`config.mk`:
```
export PLATFORM = sky130hd
export DESIGN_NAME = move_cmd_arbiter_flat
export DESIGN_NICKNAME = d
export VERILOG_FILES = /design/src/rtl/move_cmd_if.sv /design/src/rtl/move_cmd_arbiter.sv /design/src/flat_wrapper.sv
export SDC_FILE = /design/constraint.sdc
export NUM_CORES = 1
export LEC_CHECK = 0
export BUFFER_PORTS_ARGS = -buffer_cell sky130_fd_sc_hd__buf_2
export CAP_MARGIN = 20
export CORE_MARGIN = 1.5
export CORE_UTILIZATION = 52
export DETAILED_ROUTE_END_ITERATION = 12
export GPL_TIMING_DRIVEN = 0
export PLACE_DENSITY_LB_ADDON = 0.15
export RECOVER_POWER = 100
export SLEW_MARGIN = 20
export SYNTH_ARGS = -nofsm -noshare
export SYNTH_HDL_FRONTEND = slang
export SYNTH_SLANG_ARGS = --single-unit
export TNS_END_PERCENT = 5
```
`constraint.sdc`:
```
create_clock -name clk -period 2.7 [get_ports clk]
set_clock_uncertainty 0.15 [all_clocks]
set_input_delay 0.135 -clock clk [delete_from_list [all_inputs] [get_ports clk]]
set_output_delay 0.135 -clock clk [all_outputs]
set_load 0.01 [all_outputs]
```
`src/rtl/move_cmd_if.sv`:
```
// Handshake bundle around move_cmd_arbiter: remote/tour requesters, cmd_proc link and UART response path.
// The master modport is the arbiter's view; slave is the surrounding logic's view.
interface move_cmd_if;
  logic [15:0] rmt_cmd;
  logic        rmt_cmd_rdy;
  logic        clr_rmt_cmd_rdy;
  logic [15:0] tour_cmd;
  logic        tour_cmd_rdy;
  logic        clr_tour_cmd_rdy;
  logic        start_tour;
  logic [7:0]  tour_xy;
  logic        tour_active;
  logic [15:0] cmd;
  logic        cmd_rdy;
  logic        clr_cmd_rdy;
  logic        send_resp;
  logic [7:0]  resp;
  logic        trmt;
  logic        tx_done;
  logic        timeout_err;

  modport master (
    input  rmt_cmd, rmt_cmd_rdy, tour_cmd, tour_cmd_rdy, clr_cmd_rdy, send_resp, tx_done,
    output clr_rmt_cmd_rdy, clr_tour_cmd_rdy, start_tour, tour_xy, tour_active,
           cmd, cmd_rdy, resp, trmt, timeout_err
  );

  modport slave (
    output rmt_cmd, rmt_cmd_rdy, tour_cmd, tour_cmd_rdy, clr_cmd_rdy, send_resp, tx_done,
    input  clr_rmt_cmd_rdy, clr_tour_cmd_rdy, start_tour, tour_xy, tour_active,
           cmd, cmd_rdy, resp, trmt, timeout_err
  );
endinterface

```
`src/rtl/move_cmd_arbiter.sv`:
```
// Shares cmd_proc between the remote UART path and the tour move generator, and picks UART response bytes.
// Optional command watchdog enabled with `define CMD_TIMEOUT_EN.
module move_cmd_arbiter #(
  parameter int unsigned NUM_TOUR_CMDS = 48
`ifdef CMD_TIMEOUT_EN
  , parameter logic [23:0] TIMEOUT_CYCLES = 24'd10_000_000
`endif
) (
  input  logic       clk,
  input  logic       rst,
  move_cmd_if.master bus
);

  localparam int unsigned       CNT_W         = $clog2(NUM_TOUR_CMDS + 1);
  localparam logic [CNT_W-1:0]  LAST_IDX      = CNT_W'(NUM_TOUR_CMDS - 1);
  localparam logic [CNT_W-1:0]  CNT_MAX       = CNT_W'(NUM_TOUR_CMDS);
  localparam logic [3:0]        OP_START_TOUR = 4'h4;
  localparam logic [7:0]        RESP_DONE     = 8'hA5;
  localparam logic [7:0]        RESP_MOVE     = 8'h5A;
  localparam logic [7:0]        RESP_ABORT    = 8'hEE;

  typedef enum logic [2:0] {IDLE, ISSUE, BUSY, RESP, WAIT_TX} state_e;
  typedef enum logic {OWN_RMT, OWN_TOUR} owner_e;

  state_e           state_q, state_d;
  owner_e           owner_q, owner_d;
  logic [15:0]      cmd_q, cmd_d;
  logic             cmd_rdy_q, cmd_rdy_d;
  logic [7:0]       resp_q, resp_d;
  logic             trmt_q, trmt_d;
  logic [7:0]       tour_xy_q, tour_xy_d;
  logic             tour_active_q, tour_active_d;
  logic [CNT_W-1:0] cnt_q, cnt_d;
  logic             end_tour_q, end_tour_d;
  logic             timeout_err_q, timeout_err_d;
  logic             clr_rmt_c, clr_tour_c, start_tour_c;
  logic             done_c, abort_c, timeout_hit_c;

`ifdef CMD_TIMEOUT_EN
  logic [23:0] to_cnt_q, to_cnt_d;

  // Watchdog runs only while a command is outstanding; it sits at zero otherwise.
  always_comb begin
    to_cnt_d = '0;
    if (state_q == ISSUE || state_q == BUSY) to_cnt_d = to_cnt_q + 24'd1;
  end

  assign timeout_hit_c = (state_q == ISSUE || state_q == BUSY) &&
                         (to_cnt_q == TIMEOUT_CYCLES - 24'd1);

  always_ff @(posedge clk or posedge rst) begin
    if (rst) to_cnt_q <= '0;
    else     to_cnt_q <= to_cnt_d;
  end
`else
  assign timeout_hit_c = 1'b0;
`endif

  always_comb begin
    state_d       = state_q;
    owner_d       = owner_q;
    cmd_d         = cmd_q;
    cmd_rdy_d     = cmd_rdy_q;
    resp_d        = resp_q;
    trmt_d        = 1'b0;
    tour_xy_d     = tour_xy_q;
    tour_active_d = tour_active_q;
    cnt_d         = cnt_q;
    end_tour_d    = end_tour_q;
    timeout_err_d = timeout_err_q;
    clr_rmt_c     = 1'b0;
    clr_tour_c    = 1'b0;
    start_tour_c  = 1'b0;
    done_c        = 1'b0;
    abort_c       = 1'b0;

    unique case (state_q)
      // Tour owns cmd_proc while active; remote requests wait until it ends.
      IDLE: begin
        if (tour_active_q && bus.tour_cmd_rdy) begin
          cmd_d         = bus.tour_cmd;
          owner_d       = OWN_TOUR;
          clr_tour_c    = 1'b1;
          cmd_rdy_d     = 1'b1;
          timeout_err_d = 1'b0;
          state_d       = ISSUE;
        end else if (!tour_active_q && bus.rmt_cmd_rdy &&
                     bus.rmt_cmd[15:12] == OP_START_TOUR) begin
          clr_rmt_c     = 1'b1;
          start_tour_c  = 1'b1;
          tour_xy_d     = bus.rmt_cmd[7:0];
          tour_active_d = 1'b1;
          cnt_d         = '0;
        end else if (!tour_active_q && bus.rmt_cmd_rdy) begin
          cmd_d         = bus.rmt_cmd;
          owner_d       = OWN_RMT;
          clr_rmt_c     = 1'b1;
          cmd_rdy_d     = 1'b1;
          timeout_err_d = 1'b0;
          state_d       = ISSUE;
        end
      end
      ISSUE: begin
        if (bus.clr_cmd_rdy && bus.send_resp) begin
          done_c = 1'b1;
        end else if (timeout_hit_c) begin
          abort_c = 1'b1;
        end else if (bus.clr_cmd_rdy) begin
          cmd_rdy_d = 1'b0;
          state_d   = BUSY;
        end
      end
      BUSY: begin
        if (bus.send_resp)      done_c  = 1'b1;
        else if (timeout_hit_c) abort_c = 1'b1;
      end
      RESP: begin
        if (owner_q == OWN_TOUR && cnt_q != CNT_MAX) cnt_d = cnt_q + CNT_W'(1);
        state_d = WAIT_TX;
      end
      WAIT_TX: begin
        if (bus.tx_done) begin
          if (end_tour_q) tour_active_d = 1'b0;
          end_tour_d = 1'b0;
          state_d    = IDLE;
        end
      end
      default: state_d = IDLE;
    endcase

    // Response byte is chosen as RESP is entered, using the pre-increment move count.
    if (done_c || abort_c) begin
      state_d   = RESP;
      trmt_d    = 1'b1;
      cmd_rdy_d = 1'b0;
    end
    if (abort_c) begin
      resp_d        = RESP_ABORT;
      timeout_err_d = 1'b1;
      end_tour_d    = 1'b1;
    end else if (done_c) begin
      if (owner_q == OWN_TOUR && cnt_q == LAST_IDX) begin
        resp_d     = RESP_DONE;
        end_tour_d = 1'b1;
      end else if (owner_q == OWN_TOUR) begin
        resp_d     = RESP_MOVE;
        end_tour_d = 1'b0;
      end else begin
        resp_d     = RESP_DONE;
        end_tour_d = 1'b0;
      end
    end
  end

  always_ff @(posedge clk or posedge rst) begin
    if (rst) begin
      state_q       <= IDLE;
      owner_q       <= OWN_RMT;
      cmd_q         <= '0;
      cmd_rdy_q     <= 1'b0;
      resp_q        <= '0;
      trmt_q        <= 1'b0;
      tour_xy_q     <= '0;
      tour_active_q <= 1'b0;
      cnt_q         <= '0;
      end_tour_q    <= 1'b0;
      timeout_err_q <= 1'b0;
    end else begin
      state_q       <= state_d;
      owner_q       <= owner_d;
      cmd_q         <= cmd_d;
      cmd_rdy_q     <= cmd_rdy_d;
      resp_q        <= resp_d;
      trmt_q        <= trmt_d;
      tour_xy_q     <= tour_xy_d;
      tour_active_q <= tour_active_d;
      cnt_q         <= cnt_d;
      end_tour_q    <= end_tour_d;
      timeout_err_q <= timeout_err_d;
    end
  end

  // Consume pulses are same-cycle decodes; held low while reset is asserted.
  assign bus.clr_rmt_cmd_rdy  = clr_rmt_c & ~rst;
  assign bus.clr_tour_cmd_rdy = clr_tour_c & ~rst;
  assign bus.start_tour       = start_tour_c & ~rst;
  assign bus.tour_xy          = tour_xy_q;
  assign bus.tour_active      = tour_active_q;
  assign bus.cmd              = cmd_q;
  assign bus.cmd_rdy          = cmd_rdy_q;
  assign bus.resp             = resp_q;
  assign bus.trmt             = trmt_q;
  assign bus.timeout_err      = timeout_err_q;

endmodule

```
`src/flat_wrapper.sv`:
```
// flat-port wrapper written by rule: the top's interface ports become plain ports
module move_cmd_arbiter_flat 
#(
  parameter int unsigned NUM_TOUR_CMDS = 48

)
  (clk, rst, bus_rmt_cmd, bus_rmt_cmd_rdy, bus_tour_cmd, bus_tour_cmd_rdy, bus_clr_cmd_rdy, bus_send_resp, bus_tx_done, bus_clr_rmt_cmd_rdy, bus_clr_tour_cmd_rdy, bus_start_tour, bus_tour_xy, bus_tour_active, bus_cmd, bus_cmd_rdy, bus_resp, bus_trmt, bus_timeout_err);
  move_cmd_if bus_i ();
  input  logic clk;
  input  logic rst;
  input wire logic [$bits(bus_i.rmt_cmd)-1:0] bus_rmt_cmd;
  input wire logic [$bits(bus_i.rmt_cmd_rdy)-1:0] bus_rmt_cmd_rdy;
  input wire logic [$bits(bus_i.tour_cmd)-1:0] bus_tour_cmd;
  input wire logic [$bits(bus_i.tour_cmd_rdy)-1:0] bus_tour_cmd_rdy;
  input wire logic [$bits(bus_i.clr_cmd_rdy)-1:0] bus_clr_cmd_rdy;
  input wire logic [$bits(bus_i.send_resp)-1:0] bus_send_resp;
  input wire logic [$bits(bus_i.tx_done)-1:0] bus_tx_done;
  output wire logic [$bits(bus_i.clr_rmt_cmd_rdy)-1:0] bus_clr_rmt_cmd_rdy;
  output wire logic [$bits(bus_i.clr_tour_cmd_rdy)-1:0] bus_clr_tour_cmd_rdy;
  output wire logic [$bits(bus_i.start_tour)-1:0] bus_start_tour;
  output wire logic [$bits(bus_i.tour_xy)-1:0] bus_tour_xy;
  output wire logic [$bits(bus_i.tour_active)-1:0] bus_tour_active;
  output wire logic [$bits(bus_i.cmd)-1:0] bus_cmd;
  output wire logic [$bits(bus_i.cmd_rdy)-1:0] bus_cmd_rdy;
  output wire logic [$bits(bus_i.resp)-1:0] bus_resp;
  output wire logic [$bits(bus_i.trmt)-1:0] bus_trmt;
  output wire logic [$bits(bus_i.timeout_err)-1:0] bus_timeout_err;
  assign bus_i.rmt_cmd = bus_rmt_cmd;
  assign bus_i.rmt_cmd_rdy = bus_rmt_cmd_rdy;
  assign bus_i.tour_cmd = bus_tour_cmd;
  assign bus_i.tour_cmd_rdy = bus_tour_cmd_rdy;
  assign bus_i.clr_cmd_rdy = bus_clr_cmd_rdy;
  assign bus_i.send_resp = bus_send_resp;
  assign bus_i.tx_done = bus_tx_done;
  assign bus_clr_rmt_cmd_rdy = bus_i.clr_rmt_cmd_rdy;
  assign bus_clr_tour_cmd_rdy = bus_i.clr_tour_cmd_rdy;
  assign bus_start_tour = bus_i.start_tour;
  assign bus_tour_xy = bus_i.tour_xy;
  assign bus_tour_active = bus_i.tour_active;
  assign bus_cmd = bus_i.cmd;
  assign bus_cmd_rdy = bus_i.cmd_rdy;
  assign bus_resp = bus_i.resp;
  assign bus_trmt = bus_i.trmt;
  assign bus_timeout_err = bus_i.timeout_err;
  move_cmd_arbiter #(.NUM_TOUR_CMDS(NUM_TOUR_CMDS)) u_core (.clk(clk), .rst(rst), .bus(bus_i));
endmodule
```
# After elaboration in Yosys (flattened, before gate mapping)
# Index checks and enable logic that the tools add are counted.
# classes
reduce_logical	21
add_sub_neg	1
eq_ne	19
n_bitwise	5
n_mux	50
# ops
operator	count
two-way mux 16 bit	3
two-way mux 1 bit	30
two-way mux 3 bit	7
two-way mux 6 bit	3
two-way mux 8 bit	2
case mux 3 bit (5 select lines)	1
case mux 6 bit (2 select lines)	1
inequality test 2 x 1 -> 1 bit (second input constant)	5
AND reduction 5 bit	2
nonzero test 2 bit	5
inequality test 3 x 2 -> 1 bit (second input constant)	3
adder 6 x 1 -> 6 bit (second input constant)	1
equality test 3 x 2 -> 1 bit (second input constant)	2
equality test 6 bit (second input constant)	1
logical AND 1 bit	6
inequality test 6 bit (second input constant)	1
case mux 1 bit (2 select lines)	3
AND reduction 3 bit	2
AND reduction 6 bit	1
equality test 4 x 3 -> 1 bit (second input constant)	1
inequality test 2 bit (second input constant)	2
inequality test 4 x 1 -> 1 bit (second input constant)	1
inequality test 4 x 2 -> 1 bit (second input constant)	1
AND reduction 4 bit	1
8 further kinds	11
# totals
ff_bits	47
output_inout_bits	39
wordCells	107
input_bits	39

# Longest topological paths before layout
# depth
word_depth	7
mapped_depth	7

# Worst setup path before layout
# OpenSTA, ideal clock, no wires.
# synth_timing
path_kind	flip-flop to flip-flop
from	reg u_core.tour_active_q, in the netlist u_core.bus.tour_active
to	reg u_core.cmd_q[0], in the netlist u_core.bus.cmd[0]
slack_ns	0.854
path_buffers	2
stages_incl_launch_ff	7
synth_period_minus_slack_ns	1.846
required_time_ns	2.424
setup_ns	0.126
arrival_ns	1.570
path_cell_list	dfrtp_1 > buf_2 > nand2b_1 > o21ai_2 > nand2_1 > buf_2 > a221o_1
# synth_via
elab_chain_cells	5
# synth_rtl
element	line	text
start, declared	move_cmd_arbiter.sv:32	logic tour_active_q, tour_active_d;
start signal, assigned	move_cmd_arbiter.sv:176	tour_active_q <= tour_active_d;
logical NOT 1 bit	move_cmd_arbiter.sv:87, move_cmd_arbiter.sv:94	
logical AND 1 bit	move_cmd_arbiter.sv:87, move_cmd_arbiter.sv:94	
logical AND 1 bit	move_cmd_arbiter.sv:87	end else if (!tour_active_q && bus.rmt_cmd_rdy &&
inequality test 2 x 1 -> 1 bit (no source line)	n/a	
AND reduction 3 bit (no source line)	n/a	
end signal, assigned	move_cmd_arbiter.sv:171	cmd_q <= cmd_d;
end, declared	move_cmd_arbiter.sv:27	logic [15:0] cmd_q, cmd_d;
# Parallel ways exist; a longest one is shown, timed or not.
# A chain may end at the register's enable or synchronous reset.

# Worst setup path after layout
# layout_timing
from	reg u_core.tour_active_q, in the netlist u_core.bus.tour_active
to	reg u_core.cmd_q[6], in the netlist u_core.bus.cmd[6]
# The elaborated chain is that of the path after synthesis.

==> results.py <==
metrics = {
    "synth": {
        "yosysTopAreaCell": "dfrtp_1",
        "ys_types": 42,
        "synth-async-reset-ratio_pct": 100,
        "synth_top_area_share_pct": 51.0,
        "synthFlopType": "dfrtp_1",
        "synth_cells": 187,
        "synth.top_cells.by_count": "dfrtp_1 (40), a21oi_1 (15), and2_1 (13)",
        "yosysMostFrequentCell": "dfrtp_1",
        "synth_area_um2": 1960,
        "ys_ff_latch": 40,
        "synthTopCellsByArea": "dfrtp_1 (51%), a221o_1 (6.1%), and2_1 (4.1%)",
        "synth_edf_count": 0,
        "syn_nets": 228,
        "yosysSeqAreaShare_pct": 51.0,
        "ys_warn_count": 0,
        "synth.avg_cell_area_um2": 10.5,
    },
    "detailed_routing": {
        "wl_per_cell_um": 13.8,
        "finalWirelength_um": 4790,
        "first_pass_iters": 4,
        "drcViolationCount": 0,
        "vias": 1845,
        "postRouteAntennaNets": 0,
        "via_per_inst": 5.33,
        "first_iter_violations": 93,
    },
    "global_route": {
        "grt_pass1_wl_um": 7990,
        "grtUsageTotal_pct": 24.9,
        "antenna_found_initial": 0,
        "grt_max_degree": 34,
        "grt_pass1_vias": 1810,
        "overflow": 0,
    },
    "placement": {
        "place_hpwl_um": 3150,
        "port_buffers": 76,
        "gp_congestion": 0.806,
    },
    "worst_setup_path": {
        "end_kind": "register",
        "path_max_fanout": 10,
        "crit_arrival_ns": 2.62,
        "cp-start-kind": "register",
        "crit_type": "register to register",
        "worstPathRequired_ns": 2.72,
    },
    "worst_hold_path": {
        "hp-class": "input pin to register",
    },
    "clocking": {
        "cts_made_buffers": 5,
        "htree_levels": 2,
        "cts_tree": "yes",
        "post_cts_buffers": 0,
        "clk_latency_ns": 0.29,
        "cts.sinks": 40,
        "clockBufferDepth": 2,
        "cts-root-buf": "clkbuf_8",
        "clkTransAtPathRegs_ns": 0.08,
    },
    "finish": {
        "insertedDiodeCount": 0,
        "fillers": 274,
        "area_growth_pct": 39.2,
        "nets": 338,
        "post-route-util_pct": 75.2,
        "layout-drive-gt1-share_pct": 25.2,
    },
    "pwr": {
        "p_leak_nw": 1.33,
        "peakVddDrop_mv": 0.611,
        "powerDensity_nw_per_um2": 946,
    },
    "sta": {
        "relSlewSlack_pct": 4.38,
        "tns_ns": 0,
        "rsz0062_at_grt": "no",
        "finalMaxSlewViolations": 0,
        "finalSetupViolations": 0,
        "finalHoldViolCount": 0,
        "fmax_mhz": 386,
        "tightest_slew_ns": 1.43,
        "finalCriticalPeriod_ns": 2.59,
        "fin_crit_sh_pct": 96.0,
    },
    "outcome": {
        "outcome": "completed",
    },
    "die": {
        "initial_utilization_pct": 54.0,
        "io_pins": 78,
        "die_h_um": 64.4,
        "rows": 22,
        "die_w_um": 64.4,
        "die-area_um2": 4150,
        "core_area_um2": 3630,
    },
    "run": {
        "max_cap_viol_count": 0,
    },
}
-- critical path: stages (launching register included) --
cell	delay [ns]
dfrtp_1	0.38
buf_2	0.17
nand2b_1	0.20
o21ai_4	0.24
nand2_1	0.17
buf_2	0.24
a221o_1	0.36
dlygate4sd3_1	0.56
-- logic make-up after synthesis --
| logic type | share of synthesized area (%) |
|---|---|
| adder cells (fa/ha/maj) | 1.27 |
| AND/OR/NAND/NOR | 19.0 |
| AO/OA/AOI/OAI | 16.6 |
| other | 0.191 |
| buffers and inverters | 6.82 |
| flip-flops | 51.0 |
| multiplexers | 5.10 |
-- report_power, final --
group          switching (mW)  internal [mW]
sequential              0.144          0.833
clock                   0.209          0.204
combinational           0.633          0.562
-- registers in the layout (all words and copies together) (netlist names) --
name	count
u_core.cnt_q	6
u_core.bus.cmd	16
u_core.bus.tour_xy	8
u_core.bus.trmt	1
u_core.bus.tour_active	1
u_core.owner_q	1
u_core.state_q	3
u_core.bus.cmd_rdy	1
u_core.bus.resp	2
u_core.end_tour_q	1
-- metrics by stage --
| step | hold WS [ns] | std cells | worst slack (ns) | cell area (um^2) | power [mW] |
|---|---|---|---|---|---|
| after global placement | 0.216 | 311 | 0.699 | 2400 | 2.08 |
| after floorplan | 0.117 | 187 | 0.854 | 1960 | 1.71 |
| after detailed placement | -0.0785 | 312 | 0.684 | 2420 | 2.12 |
| after CTS | 0.000612 | 346 | 0.131 | 2780 | 2.64 |
| final | 0.00680 | 346 | 0.108 | 2730 | 2.59 |
| after global routing | 0.00982 | 346 | 0.00296 | 2730 | 2.78 |
-- area by class of cell --
class	instances	area, um^2	area share, %
Multi-Input combinational cell	122	836	30.6
Clock buffer	6	82.6	3.02
Buffer	17	98.8	3.62
Sequential cell	40	1000	36.6
Tap cell	48	60.1	2.20
Timing Repair Buffer	103	614	22.5
Inverter	8	30.0	1.10
Clock inverter	2	10.0	0.366
-- per-layer routing --
layer  wire, um  GRT usage [%]  share of wire [%]  vias to the layer above
met2       2440           43.0                 51                       61
met4         56           6.65                1.2                        0
li1           -              -                  -                      893
met3        239           6.94                5.0                        7
met5          0              0                  0                        -
met1       2050           31.0                 43                      884
-- cells in the final DEF (no fill, tap or decap), types with 2 or more instances in the layout --
cell type / n
clkinv_2: 2
nand3_1: 7
nor2_1: 12
and2_1: 10
and2_0: 3
a21oi_1: 15
mux2_2: 5
nand3b_1: 3
ha_1: 2
o22ai_1: 2
and4b_1: 2
o21ai_0: 9
mux2_1: 3
buf_2: 51
dfrtp_1: 40
nand4_1: 3
a221o_1: 12
inv_1: 8
a21o_1: 2
nand2b_1: 2
clkbuf_1: 34
clkbuf_4: 6
dlygate4sd3_1: 26
and3_1: 2
clkbuf_8: 6
nand2_1: 9
or3_1: 2
-- path summary, 6_finish.rpt --
path / slack (ns) / from / cells after the start / endpoint
min reg2reg: 0.35 / u_core.cnt_q[5]$_DFFE_PP0P_ / 1 / u_core.cnt_q[5]$_DFFE_PP0P_
min: 0.007 / bus_tour_cmd[9] / 3 / u_core.bus.cmd[9]$_DFFE_PP0P_
max in group asynchronous: 0.53 / rst / 4 / u_core.cnt_q[4]$_DFFE_PP0P_
min in group asynchronous: 0.19 / rst / 3 / u_core.bus.cmd[13]$_DFFE_PP0P_
max: 0.11 / u_core.bus.tour_active$_DFFE_PP0P_ / 7 / u_core.bus.cmd[6]$_DFFE_PP0P_
max reg2reg: 0.11 / u_core.bus.tour_active$_DFFE_PP0P_ / 7 / u_core.bus.cmd[6]$_DFFE_PP0P_
-- repair_timing --
item / 4_1_cts / 5_1_grt
gates resized for setup: 0 / 1
hold buffers: 26 / 0
setup endpoints to repair: 0 / 4
endpoints found under the hold margin: 64 / 0
Power figures use the tool's default switching activity.
